File: src/rtl/mem_arb_pkg.sv
// mem_arb_pkg: shared types and constants for the memory port arbiter.
// State encoding, grant encoding and access latency limits.
package mem_arb_pkg;

  typedef enum logic [1:0] {
    IDLE,
    ACCESS,
    RESP
  } state_e;

  typedef enum logic {
    GNT_CPU = 1'b0,
    GNT_DBG = 1'b1
  } gnt_e;

  localparam int MEM_LAT_MIN = 1;
  localparam int MEM_LAT_MAX = 7;
  localparam int CNT_W       = 3;

  // Counter preload for a latency, clamped into the legal range.
  function automatic logic [CNT_W-1:0] lat_load(input int lat);
    int l;
    l = lat;
    if (l < MEM_LAT_MIN) l = MEM_LAT_MIN;
    if (l > MEM_LAT_MAX) l = MEM_LAT_MAX;
    return CNT_W'(l - 1);
  endfunction

endpackage

File: src/rtl/mem_arb_pick.sv
// mem_arb_pick: grant selection between cpu and dbg requesters.
// MEM_PORT_ARB_RR_EN selects round-robin; otherwise dbg has priority.
module mem_arb_pick
  import mem_arb_pkg::*;
(
  input  logic cpu_req_i,
  input  logic dbg_req_i,
  input  logic last_grant_i,
  output logic grant_o
);

`ifdef MEM_PORT_ARB_RR_EN
  // On a tie, serve whoever was not granted last.
  always_comb begin
    grant_o = GNT_CPU;
    unique case (1'b1)
      cpu_req_i && dbg_req_i:
        grant_o = (last_grant_i == GNT_DBG) ? GNT_CPU : GNT_DBG;
      dbg_req_i && !cpu_req_i:
        grant_o = GNT_DBG;
      default:
        grant_o = GNT_CPU;
    endcase
  end
`else
  logic unused_last;
  assign unused_last = last_grant_i;
  assign grant_o = dbg_req_i ? GNT_DBG : GNT_CPU;
`endif

endmodule

File: src/rtl/mem_port_arbiter.sv
// mem_port_arbiter: shares one memory port between cpu and dbg.
// Arbitration style set by MEM_PORT_ARB_RR_EN (see mem_arb_pick).
module mem_port_arbiter
  import mem_arb_pkg::*;
#(
  parameter int AW      = 16,
  parameter int DW      = 16,
  parameter int MEM_LAT = 2
) (
  input  logic          Clk,
  input  logic          Reset,
  input  logic          cpu_req,
  input  logic          cpu_we,
  input  logic [AW-1:0] cpu_addr,
  input  logic [DW-1:0] cpu_wdata,
  output logic [DW-1:0] cpu_rdata,
  output logic          cpu_done,
  input  logic          dbg_req,
  input  logic          dbg_we,
  input  logic [AW-1:0] dbg_addr,
  input  logic [DW-1:0] dbg_wdata,
  output logic [DW-1:0] dbg_rdata,
  output logic          dbg_done,
  output logic          mem_en,
  output logic          mem_we,
  output logic [AW-1:0] mem_addr,
  output logic [DW-1:0] mem_wdata,
  input  logic [DW-1:0] mem_rdata,
  output logic          busy
);

  localparam logic [CNT_W-1:0] LOAD = lat_load(MEM_LAT);

  state_e           state_q, state_d;
  logic [CNT_W-1:0] cnt_q, cnt_d;
  gnt_e             gnt_q, gnt_d;
  logic             mem_en_q, mem_en_d;
  logic             mem_we_q, mem_we_d;
  logic [AW-1:0]    addr_q, addr_d;
  logic [DW-1:0]    wdata_q, wdata_d;
  logic             cpu_done_q, cpu_done_d;
  logic             dbg_done_q, dbg_done_d;
  logic [DW-1:0]    cpu_rdata_q, cpu_rdata_d;
  logic [DW-1:0]    dbg_rdata_q, dbg_rdata_d;
  logic             busy_q, busy_d;
  logic             pick_w;
  gnt_e             pick;

  // gnt_q doubles as the last-grant history for round-robin.
  mem_arb_pick u_pick (
    .cpu_req_i    (cpu_req),
    .dbg_req_i    (dbg_req),
    .last_grant_i (gnt_q),
    .grant_o      (pick_w)
  );

  assign pick = gnt_e'(pick_w);

  // Next-state and registered-output computation.
  always_comb begin
    state_d     = state_q;
    cnt_d       = cnt_q;
    gnt_d       = gnt_q;
    mem_en_d    = mem_en_q;
    mem_we_d    = mem_we_q;
    addr_d      = addr_q;
    wdata_d     = wdata_q;
    cpu_done_d  = 1'b0;
    dbg_done_d  = 1'b0;
    cpu_rdata_d = cpu_rdata_q;
    dbg_rdata_d = dbg_rdata_q;
    busy_d      = busy_q;
    unique case (state_q)
      IDLE: begin
        if (cpu_req || dbg_req) begin
          state_d  = ACCESS;
          cnt_d    = LOAD;
          gnt_d    = pick;
          mem_en_d = 1'b1;
          busy_d   = 1'b1;
          if (pick == GNT_DBG) begin
            mem_we_d = dbg_we;
            addr_d   = dbg_addr;
            wdata_d  = dbg_wdata;
          end else begin
            mem_we_d = cpu_we;
            addr_d   = cpu_addr;
            wdata_d  = cpu_wdata;
          end
        end
      end
      ACCESS: begin
        if (cnt_q == '0) begin
          state_d  = RESP;
          mem_en_d = 1'b0;
          mem_we_d = 1'b0;
          if (gnt_q == GNT_DBG) begin
            dbg_done_d = 1'b1;
            if (!mem_we_q) dbg_rdata_d = mem_rdata;
          end else begin
            cpu_done_d = 1'b1;
            if (!mem_we_q) cpu_rdata_d = mem_rdata;
          end
        end else begin
          cnt_d = cnt_q - 1'b1;
        end
      end
      RESP: begin
        state_d = IDLE;
        busy_d  = 1'b0;
      end
      default: begin
        state_d = IDLE;
      end
    endcase
  end

  // State and output registers with synchronous reset.
  always_ff @(posedge Clk) begin
    if (Reset) begin
      state_q     <= IDLE;
      cnt_q       <= '0;
      gnt_q       <= GNT_DBG;
      mem_en_q    <= 1'b0;
      mem_we_q    <= 1'b0;
      addr_q      <= '0;
      wdata_q     <= '0;
      cpu_done_q  <= 1'b0;
      dbg_done_q  <= 1'b0;
      cpu_rdata_q <= '0;
      dbg_rdata_q <= '0;
      busy_q      <= 1'b0;
    end else begin
      state_q     <= state_d;
      cnt_q       <= cnt_d;
      gnt_q       <= gnt_d;
      mem_en_q    <= mem_en_d;
      mem_we_q    <= mem_we_d;
      addr_q      <= addr_d;
      wdata_q     <= wdata_d;
      cpu_done_q  <= cpu_done_d;
      dbg_done_q  <= dbg_done_d;
      cpu_rdata_q <= cpu_rdata_d;
      dbg_rdata_q <= dbg_rdata_d;
      busy_q      <= busy_d;
    end
  end

  assign mem_en    = mem_en_q;
  assign mem_we    = mem_we_q;
  assign mem_addr  = addr_q;
  assign mem_wdata = wdata_q;
  assign cpu_done  = cpu_done_q;
  assign dbg_done  = dbg_done_q;
  assign cpu_rdata = cpu_rdata_q;
  assign dbg_rdata = dbg_rdata_q;
  assign busy      = busy_q;

endmodule
File: config.mk
export PLATFORM = sky130hd
export DESIGN_NAME = mem_port_arbiter
export DESIGN_NICKNAME = d
export VERILOG_FILES = /design/src/rtl/mem_arb_pkg.sv /design/src/rtl/mem_arb_pick.sv /design/src/rtl/mem_port_arbiter.sv
export SDC_FILE = /design/constraint.sdc
export NUM_CORES = 1
export LEC_CHECK = 0
export ABC_AREA = 1
export CELL_PAD_IN_SITES_DETAIL_PLACEMENT = 0
export CELL_PAD_IN_SITES_GLOBAL_PLACEMENT = 1
export CORE_UTILIZATION = 27
export DETAILED_ROUTE_END_ITERATION = 6
export GPL_ROUTABILITY_DRIVEN = 1
export HOLD_SLACK_MARGIN = 0.15
export PLACE_DENSITY = 0.87
export RECOVER_POWER = 25
export SLEW_MARGIN = 10
export SYNTH_ARGS = -nofsm -noshare
export SYNTH_HDL_FRONTEND = slang
export SYNTH_SLANG_ARGS = --single-unit
File: constraint.sdc
create_clock -name Clk -period 1.7 [get_ports Clk]
set_clock_uncertainty 0.1 [all_clocks]
set_input_delay 0.255 -clock Clk [delete_from_list [all_inputs] [get_ports Clk]]
set_output_delay 0.255 -clock Clk [all_outputs]
set_load 0.02 [all_outputs]
== Yosys cells after proc, flatten, opt, wreduce, memory -nomap -nowiden ==
Index checks and enable logic that the tools add are counted.
Storage, ports and cells
  bits in registers: 75
  input port bits: 86
  output and inout bits: 69
Cells by class
  add/sub/neg operators: 1
  equality and inequality tests: 5
  muxes and demuxes: 18
  bitwise gates (word level): 4
  reduce and logical (&&, ||, !) cells: 13
Operator list (count)
  two-way mux 16 bit: 2
  AND reduction 4 bit: 2
  two-way mux 1 bit: 7
  two-way mux 3 bit: 2
  inequality test 2 bit (second input constant): 3
  one-hot mux 1 bit (2 select lines): 3
  one-hot mux 3 bit (2 select lines): 1
  AND reduction 2 bit: 3
  AND reduction 3 bit: 2
  two-way mux 2 bit: 2
  NOT 1 bit: 4
  one-hot mux 2 bit (2 select lines): 1
  nonzero test 2 bit: 2
  zero test 3 bit: 1
  OR reduction 3 bit: 1
  subtractor 3 x 1 -> 3 bit (second input constant): 1
  equality test 2 x 1 -> 1 bit (second input constant): 1
  equality test 2 bit (second input constant): 1
  zero test 2 bit: 1
  logical OR 1 bit: 1

== Depth between registers and ports, before layout ==
Gate-level depths: netlist of the first run.
  depth in word-level cells: 4
  mapped depth: 8
  gate-level depth less buffers: 8

== Hierarchy ==
A second synthesis of the first run with hierarchy kept.
Second synthesis, totals
  cells, all modules: 449
  area total of the unflattened synthesis: 3220.6 um^2
Modules (own cells, without submodules)
  mem_port_arbiter: times used 1, cells each 448, area each 3213.1 um^2
  mem_arb_pick: times used 1, cells each 1, area each 7.5 um^2

== Least setup slack after synthesis of the first run ==
Ideal clock, no wire load.
  path type: reg-to-reg
  start point: reg cnt_q[0]
  end point: reg cpu_rdata_q[14] (netlist: cpu_rdata[14])
  library setup time: 132 ps
  arrival time: 1116 ps
  slack: 352 ps
  stages on the path, launching flop included: 9
  clock period less this slack: 1348 ps
  path through: dfxtp_1 -> inv_1 -> ha_1 -> nand2_2 -> nor2_8 -> nand2_4 -> buf_6 -> nand2_1 -> a21oi_1
On the way
  longest elaborated chain between the ends: 2
RTL lines
  from (decl): line mem_port_arbiter.sv:35  | logic [CNT_W-1:0] cnt_q, cnt_d;
  from (signal assigned): line mem_port_arbiter.sv:135  | cnt_q <= cnt_d;
  zero test 3 bit: line mem_port_arbiter.sv:93  | if (cnt_q == '0) begin
  AND reduction 4 bit (no line)
  to (signal assigned): line mem_port_arbiter.sv:143  | cpu_rdata_q <= cpu_rdata_d;
  to (decl): line mem_port_arbiter.sv:43  | logic [DW-1:0] cpu_rdata_q, cpu_rdata_d;
Every way passes these cells.
A chain may end at the register's enable or synchronous reset.

== Worst setup path in the final report of the first run ==
  start point: reg busy_q (netlist: busy)
  end point: out busy
RTL lines
  from (decl): line mem_port_arbiter.sv:45  | logic busy_q, busy_d;
  from (signal assigned): line mem_port_arbiter.sv:145  | busy_q <= busy_d;
  to (decl): line mem_port_arbiter.sv:29  | output logic busy
No word-level cell between the ends.

==> summary.md, run 1 <==
| Metric | Value |
|---|---|
| Top post-synthesis cells by count | 208 x nand2_1, 75 x dfxtp_1, 69 x a21oi_1 |
| Area contributors post-synth | dfxtp_1 47%, nand2_1 24%, a21oi_1 11% |
| Syn Area/Cell | 7.078 um2 |
| Status | finished with violations |
| Slew HR | 73.07% |
| Synthesized instance count | 455 |
| Final hold slack | around 0.25 ns |
| Clk_lat worst skew | 0.32 ns |
| Number of synthesized flops with an enable pin | 0 |
| Maximum VDD drop | 0.4044 mV |
| WP data arrival | 1.30 ns |
| Register Area | between 1500 and 2000 um2 |
| Hpwl dp | roughly 7100 um |
| Layout cell share with drive strength beyond 1 | 7.166% |
| Critical-path cell list | clkdlybuf4s50_1 |
| Endpoints failing setup | 0 |
| Die width | 111.2 um |
| H-tree depth | 3 |
| Io pins | 155 |
| Worst Hold Class | input port to flop |
| CP required | approximately 1.3 ns |
| Total gr overflow | 0 |
| Number of synthesized register bits | 75 |
| Vias | 3432 |
| CTS tree | yes |
| Antenna violations before repair | 0 |
| Slew of the pin with the lowest slew margin | around 0.40 ns |
| Reg-to-reg slack, setup | between 0.15 and 0.2 ns |
| Worst hold stages | 2 |
| WL/cell | between 10 and 15 um |
| Filler Cell Count | 1194 |
| Most common cell in the synthesized netlist | nand2_1 |
| Via density | 4.534 |
| Final-stage net count | 697 |
| Number of global-route vias before repair | about 3200 |
| Area share of the leading cell type in the synthesized netlist | 46.62% |
| WP buf/inv | 1 |
| Die area | 12370 um2 |
| Sequential fraction of the synthesis area | ~47% |
| Post-synth ARST share | 0% |
| CTS buffer count | 9 |
| Initial core utilization | 27.97% |
| Clock Tree Buf Depth | 2 |
| Hold Crit Start | Reset |
| Main synth FF type | dfxtp_1 |
| R2R Path End | dbg_rdata[0]$_SDFFE_PP0P_ |
| Setup TNS | 0 ns |
| CP endpoint kind | primary output |
| Max_cap viols | 0 |
| Hold Crit Endpoint | mem_addr[14]$_SDFFE_PP0P_ |
| Clock sinks | 75 |
| Synth warn | 0 |
| Cell area after synthesis | 3221 um2 |
| Post-route DRC | 28 |
| Final min period | 1.656 ns |
| Reg2Reg Launch Point | cnt_q[0]$_SDFFE_PP0P_ |
| Slowest cell on crit path | clkdlybuf4s50_1 |
| RSZ-0062 raised after global routing | false |
| Placer Congestion | 0.7982 |
| Largest net degree at the start of global routing | 33 |
| Syn Nets | roughly 540 |
| Distinct cells, synth | 21 |
| Synth area leader | dfxtp_1 |
| DRT Pass-1 Iters | 6 |
| Failing checks | DRC |
| Antenna diodes | 0 |
| Max Slew Vio Count | 0 |
| Clk slew on worst S/H paths | approximately 0.060 ns |
| CP delay by family, top | buffers and inverters |
| Iteration-0 DRC Markers | 315 |
| Tcrit/Tclk final | between 90% and 100% |
| R2R cell count | 8 |
| Final Hold Viols | 0 |
| # port buffers | 154 |
| WS Path Type | flop to primary output |
| Total track usage | 15.20% |
| Cell Pwr Density | 1030 nW/um2 |
| Core area | 11520 um2 |
| Area grow syn2layout | 63.75% |
| Leak | 2.141 nW |
| Maximum fanout along the worst path | 2 |
| Crit-path max cell delay | 0.65 ns |
| First-pass GRT wire length | approximately 15000 um |
| Critical Path Start Type | flop |
| Highest clock rate | 0.6040 GHz |
| Die Height | 111.2 um |
| Final WL | 9386 um |
| Post-route ant nets | 0 |
| Multi-input logic area | ~1500 um2 |
| # rows | 39 |
| Root Buffer | clkbuf_16 |
cell usage in the layout (no fill, tap or decap):
cell type        Yosys  layout
nand2_2              3       3
nor2_8               1       1
inv_2                1       1
nand2_1            208     208
nor2_4               3       2
buf_12               0       7
nand3_1             34      34
dlygate4sd2_1        0       1
buf_2                9       1
bufinv_16            0       2
nand2_4              2       2
a21oi_1             69      69
inv_6                0       1
clkinv_2             1       4
dlygate4sd3_1        0       1
clkbuf_1            10       1
clkdlybuf4s50_1      0     150
inv_1               11      11
clkbuf_2             0       1
clkbuf_16            0       9
clkinvlp_4           0       1
dfxtp_1             75      75
o21ai_0              2       2
nor2_1              11      12
nand4_1              1       1
ha_1                 2       2
nor3_1               2       2
o221ai_1             1       1
buf_4                2       9
layer usage:
metal,vias up,GRT usage [%],share of wire (%)
met4,0,4.775,1.4
li1,1757,-,-
met5,-,0,0
met2,139,25.62,46
met1,1526,18.47,44
met3,10,4.538,8.5
layout make-up:
class                   count  area share, %
clock buffers               9          4.270
repair buffers            171          33.02
well taps                 143          3.393
multi-input cells         339          28.16
clock inverters             7          1.732
inverters                  13         0.9490
flip-flops and latches     75          28.47
registers in the layout, summed over array words and instances, names as in the netlist:
register / cells
busy: 1
cnt_q: 3
cpu_done: 1
cpu_rdata: 16
dbg_done: 1
dbg_rdata: 16
gnt_q: 1
mem_addr: 16
mem_en: 1
mem_wdata: 16
mem_we: 1
state_q: 2
through the flow:
step	setup slack (ns)	instances	util [%]	instance area [um2]	power, mW
3_3_place_gp	0.04581	738	42.89	4940	3.441
4_1_cts	0.02979	754	45.63	5255	5.483
3_5_place_dp	0.02553	738	42.89	4940	3.462
5_1_grt	0.002705	757	45.80	5274	5.713
6_report	0.04428	757	45.80	5274	5.434
2_1_floorplan	0.3519	455	-	3221	2.807
how the worst max path moves through the flow:
stage                                          start                          to  depth (start not counted)
after floorplan                cnt_q[0]$_SDFFE_PP0P_  cpu_rdata[14]$_SDFFE_PP0P_                          8
after global placement                       dbg_req    mem_addr[9]$_SDFFE_PP0P_                          7
after detailed placement                     dbg_req   mem_addr[11]$_SDFFE_PP0P_                          7
after CTS                  mem_addr[14]$_SDFFE_PP0P_                mem_addr[14]                          1
after global routing      mem_wdata[13]$_SDFFE_PP0P_               mem_wdata[13]                          1
final                              busy$_SDFFE_PP0P_                        busy                          1
kinds of logic (layout without fill, tap and decap cells):
logic type / count (synthesis) / in the layout / synth area share (%)
buffers and inverters: 41 / 200 / 7.032
AO/OA/AOI/OAI: 72 / 72 / 11.31
flip-flops: 75 / 75 / 46.62
AND/OR/NAND/NOR: 265 / 265 / 34.27
adder cells (fa/ha/maj): 2 / 2 / 0.7769
timing repair:
item | 4_1_cts | 5_1_grt
buffers inserted | 0 | 3
resized for setup | 1 | 1
setup endpoints to repair | 1 | 3
hold buffers | 0 | 0
pin swaps | 0 | 1
report_power, final:
part           internal, mW  leakage [nW]  total, mW  switching [mW]
Clock                  1.28         0.156       2.00           0.722
Sequential             1.91         0.613       2.00          0.0934
Combinational         0.674          1.37       1.43           0.753
No activity file was read; power rests on OpenSTA's default activity.
==> run 2, diff against run 1 <==
- CTS_BUF_LIST: not set -> sky130_fd_sc_hd__clkbuf_16
==> results of run 2 <==
The final DEF is identical to that of run 1; final timing and power are the same.
==> run 3, diff against run 2 <==
- CORE_MARGIN: not set -> 2
- SKIP_LAST_GASP: not set -> 1
==> run 3 against run 2 <==
- the run still ends with DRC left
- combinational power is 4% lower
- fmax down 0.35%
- cell area shrank 2.3%
- first-iteration DRC count fell by 11%
- global-route usage down 0.55 points
- sequential share of layout area grew 0.66 points
- clock power decreased by 9%
- critical path depth did not move
- die area is 3.6% higher
- non-clock buffer count is 5 lower
==> summary.md, run 3 (synthesis results as in run 1) <==
| Metric | Value |
|---|---|
| Final WL | 9598 um (was 9386 um) |
| Slowest cell on crit path | clkdlybuf4s50_1 (unchanged) |
| Clock sinks | 75 (unchanged) |
| Slew HR | 67.13% (was 73.07%) |
| Antenna violations before repair | 0 (unchanged) |
| Final Hold Viols | 0 (unchanged) |
| Core area | 11520 um2 (unchanged) |
| Iteration-0 DRC Markers | 279 (was 315) |
| Tcrit/Tclk final | 97.74% (was 97.40%) |
| Metal2 WL | 4345 um (was 4297 um) |
| DRT Pass-1 Iters | 7 (was 6) |
| Final Instance Area | 5154 um2 (was 5274 um2) |
| Reg2Reg Launch Point | cnt_q[0]$_SDFFE_PP0P_ (unchanged) |
| Setup Buffers After CTS | 0 (unchanged) |
| Endpoints failing setup | 0 (unchanged) |
| Worst Hold Class | input port to flop (unchanged) |
| Antenna diodes | 0 (unchanged) |
| Leak | 2.072 nW (was 2.141 nW) |
| Maximum VDD drop | 0.4645 mV (was 0.4044 mV) |
| Critical Path Start Type | flop (unchanged) |
| CTS buffer count | 9 (unchanged) |
| Placer Congestion | 0.7541 (was 0.7982) |
| Post-route DRC | 13 (was 28) |
| Max Slew Vio Count | 0 (unchanged) |
| CP endpoint kind | primary output (unchanged) |
| Clk slew on worst S/H paths | 0.06 ns (about the same) |
| Highest clock rate | 0.6019 GHz (was 0.6040 GHz) |
| Number of global-route vias before repair | 3272 (was 3228) |
| Total Power | 5.191 mW (was 5.434 mW) |
| Multi-input logic area | 1501 um2 (was 1485 um2) |
| Area grow syn2layout | 60.02% (was 63.75%) |
| Leading cell type in the layout, fill and taps excluded | nand2_1 (unchanged) |
| H-tree depth | 3 (unchanged) |
| Layout cell share with drive strength beyond 1 | 6.393% (was 7.166%) |
| Die width | 113.2 um (was 111.2 um) |
| Clk_lat worst skew | 0.32 ns (about the same) |
| Final min period | 1.662 ns (was 1.656 ns) |
| Cell Pwr Density | 1007 nW/um2 (was 1030 nW/um2) |
| Total track usage | 14.65% (was 15.20%) |
| WP data arrival | 1.31 ns (was 1.30 ns) |
| WS Path Type | flop to primary output (unchanged) |
| Routed wl met3 | 859 um (was 797 um) |
| Status | finished with violations (unchanged) |
| Final-stage net count | 693 (was 697) |
| Die area | 12820 um2 (was 12370 um2) |
| Filler Cell Count | 1108 (was 1194) |
| # port buffers | 154 (unchanged) |
| Top layer reached by signal wires | met4 (unchanged) |
| Clock Tree Buf Depth | 2 (unchanged) |
| Final hold slack | 0.2952 ns (was 0.2506 ns) |
| Failing checks | DRC (unchanged) |
| WP buf/inv | 1 (unchanged) |
| CP required | 1.34 ns (about the same) |
| Commonest cells after routing, fill and taps aside | 209 x nand2_1, 147 x clkdlybuf4s50_1, 75 x dfxtp_1, 69 x a21oi_1, 34 x nand3_1 (was 208 x nand2_1, 150 x clkdlybuf4s50_1, 75 x dfxtp_1, 69 x a21oi_1, 34 x nand3_1) |
| Register Area | 1501 um2 (unchanged) |
| Slew of the pin with the lowest slew margin | 0.4930 ns (was 0.4039 ns) |
| Hpwl dp | 7141 um (was 7066 um) |
| Io pins | 155 (unchanged) |
| WL/cell | 12.75 um (was 12.40 um) |
| Via density | 4.481 (was 4.534) |
| Largest net degree at the start of global routing | 35 (was 33) |
| Critical-path cell list | clkdlybuf4s50_1 (unchanged) |
| Placed Area | 4900 um2 (was 4940 um2) |
| M1 wire length | 4328 um (was 4164 um) |
| Root Buffer | clkbuf_16 (unchanged) |
| CP delay by family, top | buffers and inverters (unchanged) |
| Die Height | 113.2 um (was 111.2 um) |
| Setup TNS | 0 ns (unchanged) |
| RSZ-0062 raised after global routing | false (unchanged) |
| Hold Crit Start | Reset (unchanged) |
| Max_cap viols | 0 (unchanged) |
| First-pass GRT wire length | 15220 um (was 15050 um) |
| CTS tree | yes (unchanged) |
| # rows | 39 (unchanged) |
| Post-route ant nets | 0 (unchanged) |
| Crit path launch | busy$_SDFFE_PP0P_ (unchanged) |
| Maximum fanout along the worst path | 2 (unchanged) |
| Initial core utilization | 27.97% (unchanged) |
| Crit-path max cell delay | 0.65 ns (about the same) |
| Total gr overflow | 0 (unchanged) |
| Vias | 3374 (was 3432) |
[run 3: changes by cell type in the layout (fill, tap and decap cells not counted), sizes merged]
cell	previous run	this run
buf	17	12
clkdlybuf4s50	150	147
clkinvlp	1	2
dlygate4sd3	1	0
bufinv	2	0
clkinv	4	1
clkbuf	11	15
inv	13	17
nor2	15	16
[run 3: final timing paths]
check / end / slack (ns) / cells after the start
worst max register to register: cpu_rdata[11]$_SDFFE_PP0P_ / 0.15 / 7
worst min register to register: cpu_rdata[8]$_SDFFE_PP0P_ / 0.36 / 2
worst max-delay path: busy / 0.04 / 1
worst min-delay path: mem_en$_SDFFE_PP0P_ / 0.30 / 2
[run 3: worst reg2reg max path: cells and delay by family (launching register included)]
| kind | cells | cell delay (ns) |
|---|---|---|
| AOI/OAI and AO/OA | 1 | 0.07 |
| and+or+nand+nor | 4 | 0.66 |
| DFF | 1 | 0.31 |
| adders and majority gates | 1 | 0.18 |
| buffers and inverters | 1 | 0.10 |
[run 3: area by class of cell]
type | instances | area share (%)
multi-input cells | 340 | 29.13
flip-flops and latches | 75 | 29.13
repair buffers | 166 | 31.66
clock inverters | 7 | 1.262
inverters | 13 | 0.9711
well taps | 143 | 3.472
clock buffers | 9 | 4.370
[run 3: what timing repair did]
item | CTS | global route
gates cloned | 0 | 1
hold buffers | 0 | 0
endpoints found under the setup margin | 1 | 35
resized for setup | 1 | 6
hold endpoints to repair | 0 | 0
[run 3: report_power, final]
part / switching (mW) / total [mW] / leakage (nW) / internal (mW)
Combinational: 0.762 / 1.37 / 1.32 / 0.605
Clock: 0.792 / 1.82 / 0.141 / 1.03
Sequential: 0.0953 / 2.01 / 0.613 / 1.91
[run 3: per-layer routing]
metal | global-route usage [%] | vias up
li1 | - | 1750
met3 | 4.339 | 8
met4 | 5.691 | 0
met1 | 18.51 | 1473
met2 | 23.55 | 143
met5 | 0 | -
[run 3: metrics by stage]
| step | cells | util, % | setup WS, ns |
|---|---|---|---|
| 3_5_place_dp | 736 | 42.55 | -0.2641 |
| 4_1_cts | 752 | 45.06 | 0.02569 |
| 2_1_floorplan | 455 | - | 0.3519 |
| 5_1_grt | 753 | 44.75 | 0.005409 |
| 3_3_place_gp | 736 | 42.55 | -0.2106 |
| 6_report | 753 | 44.75 | 0.03849 |
